===== config.mk =====
export PLATFORM = sky130hd
export DESIGN_NAME = cnn_chan_split_4_flat
export DESIGN_NICKNAME = d
export VERILOG_FILES = /design/src/rtl/cnn_chan_split_4_pkg.sv /design/src/rtl/cnn_chan_split_4_if.sv /design/src/rtl/cnn_lane_buf.sv /design/src/rtl/cnn_chan_split_4.sv /design/src/flat_wrapper.sv
export SDC_FILE = /design/constraint.sdc
export NUM_CORES = 2
export LEC_CHECK = 0
export CAP_MARGIN = 20
export CORE_MARGIN = 2
export CORE_UTILIZATION = 30
export DETAILED_ROUTE_END_ITERATION = 8
export GPL_TIMING_DRIVEN = 1
export PLACE_DENSITY = 0.48
export SLEW_MARGIN = 20
export SYNTH_ARGS = -nofsm -noshare
export SYNTH_HDL_FRONTEND = slang
export SYNTH_HIERARCHICAL = 1
export SYNTH_SLANG_ARGS = --single-unit

===== constraint.sdc =====
create_clock -name clk -period 5.35 [get_ports clk]
set_clock_uncertainty 0.05 [all_clocks]
set_input_delay 1.07 -clock clk [delete_from_list [all_inputs] [get_ports clk]]
set_output_delay 1.07 -clock clk [all_outputs]
set_load 0.1 [all_outputs]

===== src/rtl/cnn_chan_split_4_pkg.sv =====
// Shared defaults, derived sizes and the counter-width helper for the
// four-lane channel splitter.
package cnn_chan_split_4_pkg;

  localparam int DEF_DATA_WIDTH     = 32;
  localparam int DEF_IMAGE_WIDTH    = 612;
  localparam int DEF_IMAGE_HEIGHT   = 612;
  localparam int DEF_CHANNEL_NUM_IN = 64;
  localparam int DEF_KERNEL         = 3;

  localparam int LANES  = 4;
  localparam int LANE_W = 2;

  typedef logic [LANE_W-1:0] lane_t;

  // Width of a counter that must hold 0..n-1; never narrower than one bit.
  function automatic int cnt_w(input int n);
    return (n <= 1) ? 1 : $clog2(n);
  endfunction

  localparam int Q         = DEF_CHANNEL_NUM_IN / LANES;
  localparam int CH_CNT_W  = cnt_w(DEF_CHANNEL_NUM_IN);
  localparam int PIX_CNT_W = cnt_w(DEF_IMAGE_WIDTH * DEF_IMAGE_HEIGHT);
  localparam int WGT_CNT_W = cnt_w(DEF_KERNEL * DEF_KERNEL * Q);

endpackage


===== src/rtl/cnn_chan_split_4_if.sv =====
// Stream bundle between the previous layer (master) and the splitter (slave).
// Valid-only handshake: a word is taken on every rising edge its valid is high;
// there is no ready, so the consumer must accept every valid word.
interface cnn_chan_split_4_if #(
  parameter int DATA_WIDTH = 32
);
  logic                  valid_in;
  logic [DATA_WIDTH-1:0] pxl_in;
  logic                  valid_weight_in;
  logic [DATA_WIDTH-1:0] weight_in;

  logic                  valid_out1;
  logic                  valid_out2;
  logic                  valid_out3;
  logic                  valid_out4;
  logic [DATA_WIDTH-1:0] pxl_out1;
  logic [DATA_WIDTH-1:0] pxl_out2;
  logic [DATA_WIDTH-1:0] pxl_out3;
  logic [DATA_WIDTH-1:0] pxl_out4;

  logic                  valid_weight_out1;
  logic                  valid_weight_out2;
  logic                  valid_weight_out3;
  logic                  valid_weight_out4;
  logic [DATA_WIDTH-1:0] weight_out1;
  logic [DATA_WIDTH-1:0] weight_out2;
  logic [DATA_WIDTH-1:0] weight_out3;
  logic [DATA_WIDTH-1:0] weight_out4;

  logic                  frame_done;

  modport master (
    output valid_in, pxl_in, valid_weight_in, weight_in,
    input  valid_out1, valid_out2, valid_out3, valid_out4,
    input  pxl_out1, pxl_out2, pxl_out3, pxl_out4,
    input  valid_weight_out1, valid_weight_out2, valid_weight_out3, valid_weight_out4,
    input  weight_out1, weight_out2, weight_out3, weight_out4,
    input  frame_done
  );

  modport slave (
    input  valid_in, pxl_in, valid_weight_in, weight_in,
    output valid_out1, valid_out2, valid_out3, valid_out4,
    output pxl_out1, pxl_out2, pxl_out3, pxl_out4,
    output valid_weight_out1, valid_weight_out2, valid_weight_out3, valid_weight_out4,
    output weight_out1, weight_out2, weight_out3, weight_out4,
    output frame_done
  );
endinterface


===== src/rtl/cnn_lane_buf.sv =====
// One-quarter-pixel lane buffer: single write port, registered read port.
// Storage is not reset; only the read register is, so outputs start at zero.
module cnn_lane_buf
  import cnn_chan_split_4_pkg::*;
#(
  parameter int DEPTH      = 16,
  parameter int DATA_WIDTH = 32,
  parameter int ADDR_W     = cnt_w(DEPTH)
) (
  input  logic                  clk,
  input  logic                  reset,
  input  logic                  wr_en,
  input  logic [ADDR_W-1:0]     wr_addr,
  input  logic [DATA_WIDTH-1:0] wr_data,
  input  logic                  rd_en,
  input  logic [ADDR_W-1:0]     rd_addr,
  output logic [DATA_WIDTH-1:0] rd_data
);

  logic [DATA_WIDTH-1:0] mem [DEPTH];

  always_ff @(posedge clk) begin
    if (wr_en) begin
      mem[wr_addr] <= wr_data;
    end
  end

  always_ff @(posedge clk) begin
    if (reset) begin
      rd_data <= '0;
    end else if (rd_en) begin
      rd_data <= mem[rd_addr];
    end
  end

endmodule


===== src/rtl/cnn_chan_split_4.sv =====
// Splits a channel-interleaved pixel stream into four lockstep lane streams
// and deals a serial weight stream block-wise across the four lanes.
module cnn_chan_split_4
  import cnn_chan_split_4_pkg::*;
#(
  parameter int DATA_WIDTH     = DEF_DATA_WIDTH,
  parameter int IMAGE_WIDTH    = DEF_IMAGE_WIDTH,
  parameter int IMAGE_HEIGHT   = DEF_IMAGE_HEIGHT,
  parameter int CHANNEL_NUM_IN = DEF_CHANNEL_NUM_IN,
  parameter int KERNEL         = DEF_KERNEL
) (
  input  logic               clk,
  input  logic               reset,
  cnn_chan_split_4_if.slave  bus
);

  localparam int LQ        = CHANNEL_NUM_IN / LANES;
  localparam int WORD_W    = cnt_w(LQ);
  localparam int PIX_TOTAL = IMAGE_WIDTH * IMAGE_HEIGHT;
  localparam int PIX_W     = cnt_w(PIX_TOTAL);
  localparam int WGT_BLK   = KERNEL * KERNEL * LQ;
  localparam int WGT_W     = cnt_w(WGT_BLK);

  localparam logic [WORD_W-1:0] WORD_LAST = WORD_W'(LQ - 1);
  localparam logic [PIX_W-1:0]  PIX_LAST  = PIX_W'(PIX_TOTAL - 1);
  localparam logic [WGT_W-1:0]  WGT_LAST  = WGT_W'(WGT_BLK - 1);
  localparam lane_t             LANE_LAST = lane_t'(LANES - 1);

  // chan_cnt is kept split as {lane_cnt, word_cnt}: lane = chan / Q, j = chan mod Q.
  logic [WORD_W-1:0] word_cnt;
  lane_t             lane_cnt;
  logic [PIX_W-1:0]  pix_cnt;

  logic                  pix_valid;
  logic [DATA_WIDTH-1:0] pix_lane4;
  logic                  frame_pulse;
  logic [DATA_WIDTH-1:0] lane_rd [LANES-1];

  logic word_wrap;
  logic in_lane4;
  logic pix_wrap;

  assign word_wrap = bus.valid_in && (word_cnt == WORD_LAST);
  assign in_lane4  = (lane_cnt == LANE_LAST);
  assign pix_wrap  = word_wrap && in_lane4;

  always_ff @(posedge clk) begin
    if (reset) begin
      word_cnt    <= '0;
      lane_cnt    <= '0;
      pix_cnt     <= '0;
      pix_valid   <= 1'b0;
      pix_lane4   <= '0;
      frame_pulse <= 1'b0;
    end else begin
      if (bus.valid_in) begin
        if (word_wrap) begin
          word_cnt <= '0;
          lane_cnt <= lane_cnt + lane_t'(1);
        end else begin
          word_cnt <= word_cnt + WORD_W'(1);
        end
      end
      if (pix_wrap) begin
        pix_cnt <= (pix_cnt == PIX_LAST) ? '0 : pix_cnt + PIX_W'(1);
      end
      pix_valid <= bus.valid_in && in_lane4;
      if (bus.valid_in && in_lane4) begin
        pix_lane4 <= bus.pxl_in;
      end
      frame_pulse <= pix_wrap && (pix_cnt == PIX_LAST);
    end
  end

  // Lane k's word j is read while lane-4 word j arrives, always before the
  // next pixel can overwrite it, so one buffer per lane is enough.
  for (genvar k = 0; k < LANES - 1; k++) begin : g_lane
    cnn_lane_buf #(
      .DEPTH      (LQ),
      .DATA_WIDTH (DATA_WIDTH),
      .ADDR_W     (WORD_W)
    ) u_buf (
      .clk     (clk),
      .reset   (reset),
      .wr_en   (bus.valid_in && (lane_cnt == lane_t'(k))),
      .wr_addr (word_cnt),
      .wr_data (bus.pxl_in),
      .rd_en   (bus.valid_in && in_lane4),
      .rd_addr (word_cnt),
      .rd_data (lane_rd[k])
    );
  end

  assign bus.valid_out1 = pix_valid;
  assign bus.valid_out2 = pix_valid;
  assign bus.valid_out3 = pix_valid;
  assign bus.valid_out4 = pix_valid;
  assign bus.pxl_out1   = lane_rd[0];
  assign bus.pxl_out2   = lane_rd[1];
  assign bus.pxl_out3   = lane_rd[2];
  assign bus.pxl_out4   = pix_lane4;
  assign bus.frame_done = frame_pulse;

  // Weight dealer: fully independent of the pixel path.
  logic [WGT_W-1:0]      wgt_cnt;
  lane_t                 wgt_lane;
  logic [LANES-1:0]      wgt_valid;
  logic [DATA_WIDTH-1:0] wgt_data [LANES];

  always_ff @(posedge clk) begin
    if (reset) begin
      wgt_cnt   <= '0;
      wgt_lane  <= '0;
      wgt_valid <= '0;
      for (int k = 0; k < LANES; k++) begin
        wgt_data[k] <= '0;
      end
    end else begin
      wgt_valid <= '0;
      if (bus.valid_weight_in) begin
        wgt_valid[wgt_lane] <= 1'b1;
        wgt_data[wgt_lane]  <= bus.weight_in;
        if (wgt_cnt == WGT_LAST) begin
          wgt_cnt  <= '0;
          wgt_lane <= wgt_lane + lane_t'(1);
        end else begin
          wgt_cnt <= wgt_cnt + WGT_W'(1);
        end
      end
    end
  end

  assign bus.valid_weight_out1 = wgt_valid[0];
  assign bus.valid_weight_out2 = wgt_valid[1];
  assign bus.valid_weight_out3 = wgt_valid[2];
  assign bus.valid_weight_out4 = wgt_valid[3];
  assign bus.weight_out1       = wgt_data[0];
  assign bus.weight_out2       = wgt_data[1];
  assign bus.weight_out3       = wgt_data[2];
  assign bus.weight_out4       = wgt_data[3];

endmodule


===== src/flat_wrapper.sv =====
// flat-port wrapper written by rule: the top's interface ports become plain ports
module cnn_chan_split_4_flat import cnn_chan_split_4_pkg::*;
#(
  parameter int DATA_WIDTH     = DEF_DATA_WIDTH,
  parameter int IMAGE_WIDTH    = DEF_IMAGE_WIDTH,
  parameter int IMAGE_HEIGHT   = DEF_IMAGE_HEIGHT,
  parameter int CHANNEL_NUM_IN = DEF_CHANNEL_NUM_IN,
  parameter int KERNEL         = DEF_KERNEL
)
  (clk, reset, bus_valid_in, bus_pxl_in, bus_valid_weight_in, bus_weight_in, bus_valid_out1, bus_valid_out2, bus_valid_out3, bus_valid_out4, bus_pxl_out1, bus_pxl_out2, bus_pxl_out3, bus_pxl_out4, bus_valid_weight_out1, bus_valid_weight_out2, bus_valid_weight_out3, bus_valid_weight_out4, bus_weight_out1, bus_weight_out2, bus_weight_out3, bus_weight_out4, bus_frame_done);
  cnn_chan_split_4_if #(.DATA_WIDTH(DATA_WIDTH)) bus_i ();
  input  logic clk;
  input  logic reset;
  input wire logic [$bits(bus_i.valid_in)-1:0] bus_valid_in;
  input wire logic [$bits(bus_i.pxl_in)-1:0] bus_pxl_in;
  input wire logic [$bits(bus_i.valid_weight_in)-1:0] bus_valid_weight_in;
  input wire logic [$bits(bus_i.weight_in)-1:0] bus_weight_in;
  output wire logic [$bits(bus_i.valid_out1)-1:0] bus_valid_out1;
  output wire logic [$bits(bus_i.valid_out2)-1:0] bus_valid_out2;
  output wire logic [$bits(bus_i.valid_out3)-1:0] bus_valid_out3;
  output wire logic [$bits(bus_i.valid_out4)-1:0] bus_valid_out4;
  output wire logic [$bits(bus_i.pxl_out1)-1:0] bus_pxl_out1;
  output wire logic [$bits(bus_i.pxl_out2)-1:0] bus_pxl_out2;
  output wire logic [$bits(bus_i.pxl_out3)-1:0] bus_pxl_out3;
  output wire logic [$bits(bus_i.pxl_out4)-1:0] bus_pxl_out4;
  output wire logic [$bits(bus_i.valid_weight_out1)-1:0] bus_valid_weight_out1;
  output wire logic [$bits(bus_i.valid_weight_out2)-1:0] bus_valid_weight_out2;
  output wire logic [$bits(bus_i.valid_weight_out3)-1:0] bus_valid_weight_out3;
  output wire logic [$bits(bus_i.valid_weight_out4)-1:0] bus_valid_weight_out4;
  output wire logic [$bits(bus_i.weight_out1)-1:0] bus_weight_out1;
  output wire logic [$bits(bus_i.weight_out2)-1:0] bus_weight_out2;
  output wire logic [$bits(bus_i.weight_out3)-1:0] bus_weight_out3;
  output wire logic [$bits(bus_i.weight_out4)-1:0] bus_weight_out4;
  output wire logic [$bits(bus_i.frame_done)-1:0] bus_frame_done;
  assign bus_i.valid_in = bus_valid_in;
  assign bus_i.pxl_in = bus_pxl_in;
  assign bus_i.valid_weight_in = bus_valid_weight_in;
  assign bus_i.weight_in = bus_weight_in;
  assign bus_valid_out1 = bus_i.valid_out1;
  assign bus_valid_out2 = bus_i.valid_out2;
  assign bus_valid_out3 = bus_i.valid_out3;
  assign bus_valid_out4 = bus_i.valid_out4;
  assign bus_pxl_out1 = bus_i.pxl_out1;
  assign bus_pxl_out2 = bus_i.pxl_out2;
  assign bus_pxl_out3 = bus_i.pxl_out3;
  assign bus_pxl_out4 = bus_i.pxl_out4;
  assign bus_valid_weight_out1 = bus_i.valid_weight_out1;
  assign bus_valid_weight_out2 = bus_i.valid_weight_out2;
  assign bus_valid_weight_out3 = bus_i.valid_weight_out3;
  assign bus_valid_weight_out4 = bus_i.valid_weight_out4;
  assign bus_weight_out1 = bus_i.weight_out1;
  assign bus_weight_out2 = bus_i.weight_out2;
  assign bus_weight_out3 = bus_i.weight_out3;
  assign bus_weight_out4 = bus_i.weight_out4;
  assign bus_frame_done = bus_i.frame_done;
  cnn_chan_split_4 #(.DATA_WIDTH(DATA_WIDTH), .IMAGE_WIDTH(IMAGE_WIDTH), .IMAGE_HEIGHT(IMAGE_HEIGHT), .CHANNEL_NUM_IN(CHANNEL_NUM_IN), .KERNEL(KERNEL)) u_core (.clk(clk), .reset(reset), .bus(bus_i));
endmodule

==> flow_summary.html <==
<table>
<tr><th>Metric</th><th>Value</th></tr>
<tr><th colspan="2">STA</th></tr>
<tr><td>Number of pins with negative max-slew slack in the final report</td><td>0</td></tr>
<tr><td>Minimum clock period</td><td>around 3800 ps</td></tr>
<tr><td>Total negative setup slack</td><td>0 ps</td></tr>
<tr><td>Worst Hold Slack</td><td>between 400 and 500 ps</td></tr>
<tr><td>RSZ-0062 raised after global routing</td><td>no</td></tr>
<tr><td>Transition time at the pin with the least slew margin</td><td>about 1200 ps</td></tr>
<tr><td>Worst slew slack as a fraction of its limit</td><td>23.0%</td></tr>
<tr><td>Final Hold Viols</td><td>0</td></tr>
<tr><td>Setup violations, final</td><td>0</td></tr>
<tr><td>Tcrit/Tclk final</td><td>between 70% and 80%</td></tr>
<tr><td>Maximum operating frequency</td><td>265 MHz</td></tr>
<tr><th colspan="2">Logic synthesis</th></tr>
<tr><td>Async set-or-reset flop fraction in the synthesized netlist</td><td>0%</td></tr>
<tr><td>Yosys warnings</td><td>6</td></tr>
<tr><td>Number of standard cells after synthesis</td><td>4,279</td></tr>
<tr><td>Post-synthesis sequential area ratio</td><td>75.5%</td></tr>
<tr><td>Top flip-flop cell by instance count after synthesis</td><td>edfxtp_1</td></tr>
<tr><td>Distinct cell type count after synthesis</td><td>between 40 and 50</td></tr>
<tr><td>Post-synthesis average cell area</td><td>16.5 sq um</td></tr>
<tr><td>Post-Syn Area</td><td>70,600 sq um</td></tr>
<tr><td>Mapped Nets</td><td>4,358</td></tr>
<tr><td>Register bit count reported by yosys</td><td>1,833</td></tr>
<tr><td>Number of synthesized flops with an enable pin</td><td>1,664</td></tr>
<tr><th colspan="2">Critical path</th></tr>
<tr><td>Critical-path cell list</td><td>clkdlybuf4s50_1</td></tr>
<tr><td>Critical Path Start</td><td>u_core/g_lane[1].u_buf/rd_data[26]</td></tr>
<tr><td>Critical path data required time</td><td>4230 ps</td></tr>
<tr><td>Slowest-stage cell, CP</td><td>clkdlybuf4s50_1</td></tr>
<tr><td>Crit path launch type</td><td>flip-flop</td></tr>
<tr><td>Path length in cells of the critical path</td><td>1</td></tr>
<tr><td>Setup slack of the most critical reg-to-reg path</td><td>around 2200 ps</td></tr>
<tr><td>Endpoint kind of the worst setup timing path</td><td>output port</td></tr>
<tr><td>Buffers &amp; Inverters on Critical Path</td><td>1</td></tr>
<tr><td>Startpoint of the lowest-slack register-to-register path</td><td>u_core/word_cnt[0]</td></tr>
<tr><td>Crit-path max cell delay</td><td>1220 ps</td></tr>
<tr><td>Endpoint of the worst setup timing path</td><td>bus_pxl_out2[26]</td></tr>
<tr><td>Worst reg2reg endpoint</td><td>u_core/g_lane[0].u_buf/rd_data[25]</td></tr>
<tr><td>Highest net fanout along the worst path</td><td>2</td></tr>
<tr><td>Category of the critical setup timing path</td><td>reg2out</td></tr>
<tr><td>Worst Reg-to-Reg Cells</td><td>5</td></tr>
<tr><td>Critical path's top delay family</td><td>buffers and inverters</td></tr>
<tr><td>Arrival @ worst endpoint</td><td>about 2700 ps</td></tr>
<tr><th colspan="2">Die</th></tr>
<tr><td>Chip height</td><td>489 um</td></tr>
<tr><td>Row Count</td><td>178</td></tr>
<tr><td>Core area</td><td>235,000 sq um</td></tr>
<tr><td>Area of the die</td><td>239,000 sq um</td></tr>
<tr><td>Number of primary I/O pins</td><td>333</td></tr>
<tr><td>Effective utilization at floorplan</td><td>approximately 30%</td></tr>
<tr><td>Die boundary width</td><td>roughly 500 um</td></tr>
<tr><th colspan="2">Detailed routing</th></tr>
<tr><td>Detail-routed via count per cell</td><td>about 4.7</td></tr>
<tr><td>Via count</td><td>38,029</td></tr>
<tr><td>Routed length per placed instance</td><td>24.3 um</td></tr>
<tr><td>1st-iter DRT viols</td><td>3,382</td></tr>
<tr><td>Residual antenna-violating net count after detailed routing</td><td>0</td></tr>
<tr><td># DRC</td><td>0</td></tr>
<tr><td>Routed wire length</td><td>approximately 200 mm</td></tr>
<tr><td>Number of optimization iterations in the first detailed-route pass</td><td>6</td></tr>
<tr><th colspan="2">Clock tree</th></tr>
<tr><td>Total number of clock tree sinks</td><td>1,833</td></tr>
<tr><td>Root Buffer Master</td><td>clkbuf_16</td></tr>
<tr><td>Number of buffers between clock root and the deepest sink</td><td>3</td></tr>
<tr><td>Inserted Clock Buffers</td><td>191</td></tr>
<tr><td>Worst-Skew Late Latency</td><td>a little over 800 ps</td></tr>
<tr><td>TritonCTS clock tree</td><td>built</td></tr>
<tr><td>Number of H-tree branching levels</td><td>4</td></tr>
<tr><td>PostCTS Resize Cnt</td><td>0</td></tr>
<tr><td>Number of setup buffers added after CTS</td><td>0</td></tr>
<tr><td>Clk slew on worst S/H paths</td><td>60 ps</td></tr>
<tr><td>Number of hold-repair buffers added at the cts stage</td><td>0</td></tr>
<tr><th colspan="2">Global routing</th></tr>
<tr><td>Wire length of the first global-routing pass</td><td>276 mm</td></tr>
<tr><td>Global-route usage over all layers</td><td>around 16%</td></tr>
<tr><td>Pin count of the biggest net entering global routing</td><td>132</td></tr>
<tr><td>Leftover overflow at the end of global routing</td><td>0</td></tr>
<tr><td>Via count of the first global-routing pass</td><td>37,514</td></tr>
<tr><td>Initial antenna violation count</td><td>20</td></tr>
<tr><th colspan="2">Layout</th></tr>
<tr><td>Syn-to-layout area delta</td><td>18.5%</td></tr>
<tr><td>End-of-flow core utilization</td><td>35.7%</td></tr>
<tr><td>Net count, final</td><td>4,794</td></tr>
<tr><td>Fraction of layout instances using a drive strength above 1</td><td>11.2%</td></tr>
<tr><td>Count of non-filler cells in the finished layout</td><td>8,033</td></tr>
<tr><td>Storage cell area</td><td>approximately 53,000 sq um</td></tr>
<tr><td>Layout filler cell count</td><td>~22,000</td></tr>
<tr><td>Footprint of the multi-input gates</td><td>15,900 sq um</td></tr>
<tr><th colspan="2">Pwr</th></tr>
<tr><td>Static leakage</td><td>25.6 nW</td></tr>
<tr><td>Pwr per Cell Area</td><td>about 360 nW/um^2</td></tr>
<tr><td>Net switching power of the design</td><td>roughly 6.7 mW</td></tr>
<tr><td>Power share of the clock group</td><td>42.9%</td></tr>
<tr><td>Internal power contribution</td><td>23.2 mW</td></tr>
<tr><td>Sw Ratio</td><td>22.4%</td></tr>
<tr><td>Overall power after layout</td><td>29.9 mW</td></tr>
<tr><td>Part of the power in combinational logic</td><td>4.6%</td></tr>
<tr><td>Part of the total power dissipated in sequential elements</td><td>a little over half</td></tr>
<tr><td>IR Drop Worst-Case VDD</td><td>0.000242 V</td></tr>
<tr><th colspan="2">Status</th></tr>
<tr><td>Outcome</td><td>finished clean</td></tr>
<tr><th colspan="2">Job</th></tr>
<tr><td>Number of maximum-capacitance violations</td><td>0</td></tr>
<tr><th colspan="2">Placement</th></tr>
<tr><td>Cell count after placement</td><td>7,670</td></tr>
<tr><td>Buffers added on ports</td><td>around 330</td></tr>
<tr><td>Routability Congestion</td><td>0.760</td></tr>
<tr><td>Detailed Place HPWL</td><td>114 mm</td></tr>
<tr><th colspan="2">Worst hold path</th></tr>
<tr><td>Classification of the worst-slack hold path</td><td>reg2reg</td></tr>
</table>
## cells in the mapped netlist (all sizes together), types with 3 or more instances
library cell | instances | share of area, %
xor2 | 9 | 0.11
nor2b | 8 | 0.071
or2 | 4 | 0.035
nor3 | 20 | 0.14
clkbuf | 72 | 0.39
nand2b | 8 | 0.071
nand3 | 299 | 2.1
or3b | 6 | 0.074
a21oi | 232 | 1.8
mux2i | 775 | 11
edfxtp | 1664 | 71
and2 | 138 | 1.2
dfxtp | 169 | 4.8
xnor2 | 12 | 0.15
nor2 | 78 | 0.43
buf | 159 | 2.1
a22oi | 192 | 2.0
o21ai | 3 | 0.021
inv | 6 | 0.032
nand2 | 365 | 1.9
nand3b | 9 | 0.096
or3 | 3 | 0.027
nand4 | 14 | 0.13
ha | 11 | 0.19
nor4 | 7 | 0.071
## through the flow
step	worst slack [ps]	area, sq um
2_1_floorplan	581	70600
3_3_place_gp	1130	77500
3_5_place_dp	1110	77600
4_1_cts	1520	83600
5_1_grt	1510	83700
6_report	1580	83700
## power groups by stage
stage	logic [mW]	clock network [mW]	registers [mW]
floorplan	0.349	0	16.4
global placement	1.37	0	16.0
detailed placement	1.38	0	16.0
CTS	1.39	13.1	15.7
global route	1.43	13.7	15.7
finish	1.36	12.8	15.7
## cells in the final DEF, fill, tap and decap left out, types with 4 or more instances in the layout
cell type,count
bufinv_16,9
nor4_1,6
nor2_1,36
clkinv_16,5
nand3b_1,9
buf_4,132
buf_2,33
nand4_1,13
nor2b_4,7
nor3_1,5
ha_1,11
mux2i_1,775
edfxtp_1,1664
and2_1,135
or2_2,4
nand2b_1,8
nand3_1,299
a21oi_1,202
clkbuf_16,192
dfxtp_1,167
nand2_1,365
nor2_4,42
clkinv_2,22
nor3_2,15
xnor2_1,12
a22oi_1,192
inv_6,4
xor2_1,9
clkdlybuf4s50_1,295
clkinv_1,35
inv_1,5
diode_2,7
buf_12,11
a21oi_2,30
clkbuf_8,12
clkbuf_1,68
or3b_2,5
## cells by family after synthesis
group | after synthesis | synth area share [%]
and+or+nand+nor | 969 | 6.55
AOI/OAI and AO/OA | 433 | 3.95
adders and majority gates | 11 | 0.195
buffers and inverters | 237 | 2.52
xor gates and xnor gates | 21 | 0.260
DFF | 1833 | 75.5
muxes | 775 | 11.0
## cell type report
class / instances / area share [%]
clock inverter: 82 / 0.934
tap: 3150 / 4.71
timing repair buffer: 474 / 5.27
antenna: 7 / 0.0209
sequential: 1833 / 63.8
clock buffer: 272 / 6.24
inverter: 6 / 0.0269
multi-input combinational: 2209 / 19.0
## how the worst min path moves through the flow
stage                                             from                                 end  slack (ps)  depth (start not counted)
finish              u_core/g_lane[1].u_buf/rd_data[25]  u_core/g_lane[1].u_buf/rd_data[25]         410                          2
global route        u_core/g_lane[1].u_buf/rd_data[25]  u_core/g_lane[1].u_buf/rd_data[25]         430                          2
CTS                            u_core/bus.pxl_out4[27]             u_core/bus.pxl_out4[27]         410                          2
detailed placement  u_core/g_lane[1].u_buf/rd_data[25]  u_core/g_lane[1].u_buf/rd_data[25]         400                          2
global placement    u_core/g_lane[1].u_buf/rd_data[25]  u_core/g_lane[1].u_buf/rd_data[25]         390                          2
floorplan                           u_core/pix_cnt[17]                  u_core/pix_cnt[17]         410                          2
## metal layers
layer	part of all wire (%)	GRT usage (%)	vias up	wire length (um)
met4	2.3	4.36	4	4450
met1	46	22.4	19595	89100
met3	5.4	2.93	243	10600
met2	47	25.2	897	91000
met5	0.0072	0	-	14
li1	-	-	17290	-
## sequential cells by signal, indices dropped and copies added (netlist names)
| signal | count |
|---|---|
| u_core/bus.frame_done | 1 |
| u_core/bus.pxl_out4 | 32 |
| u_core/bus.valid_out1 | 1 |
| u_core/g_lane.u_buf/mem | 1536 |
| u_core/g_lane.u_buf/rd_data | 96 |
| u_core/lane_cnt | 2 |
| u_core/pix_cnt | 19 |
| u_core/wgt_cnt | 8 |
| u_core/wgt_data | 128 |
| u_core/wgt_lane | 2 |
| u_core/wgt_valid | 4 |
| u_core/word_cnt | 4 |
(Power assumes the default switching activity.)
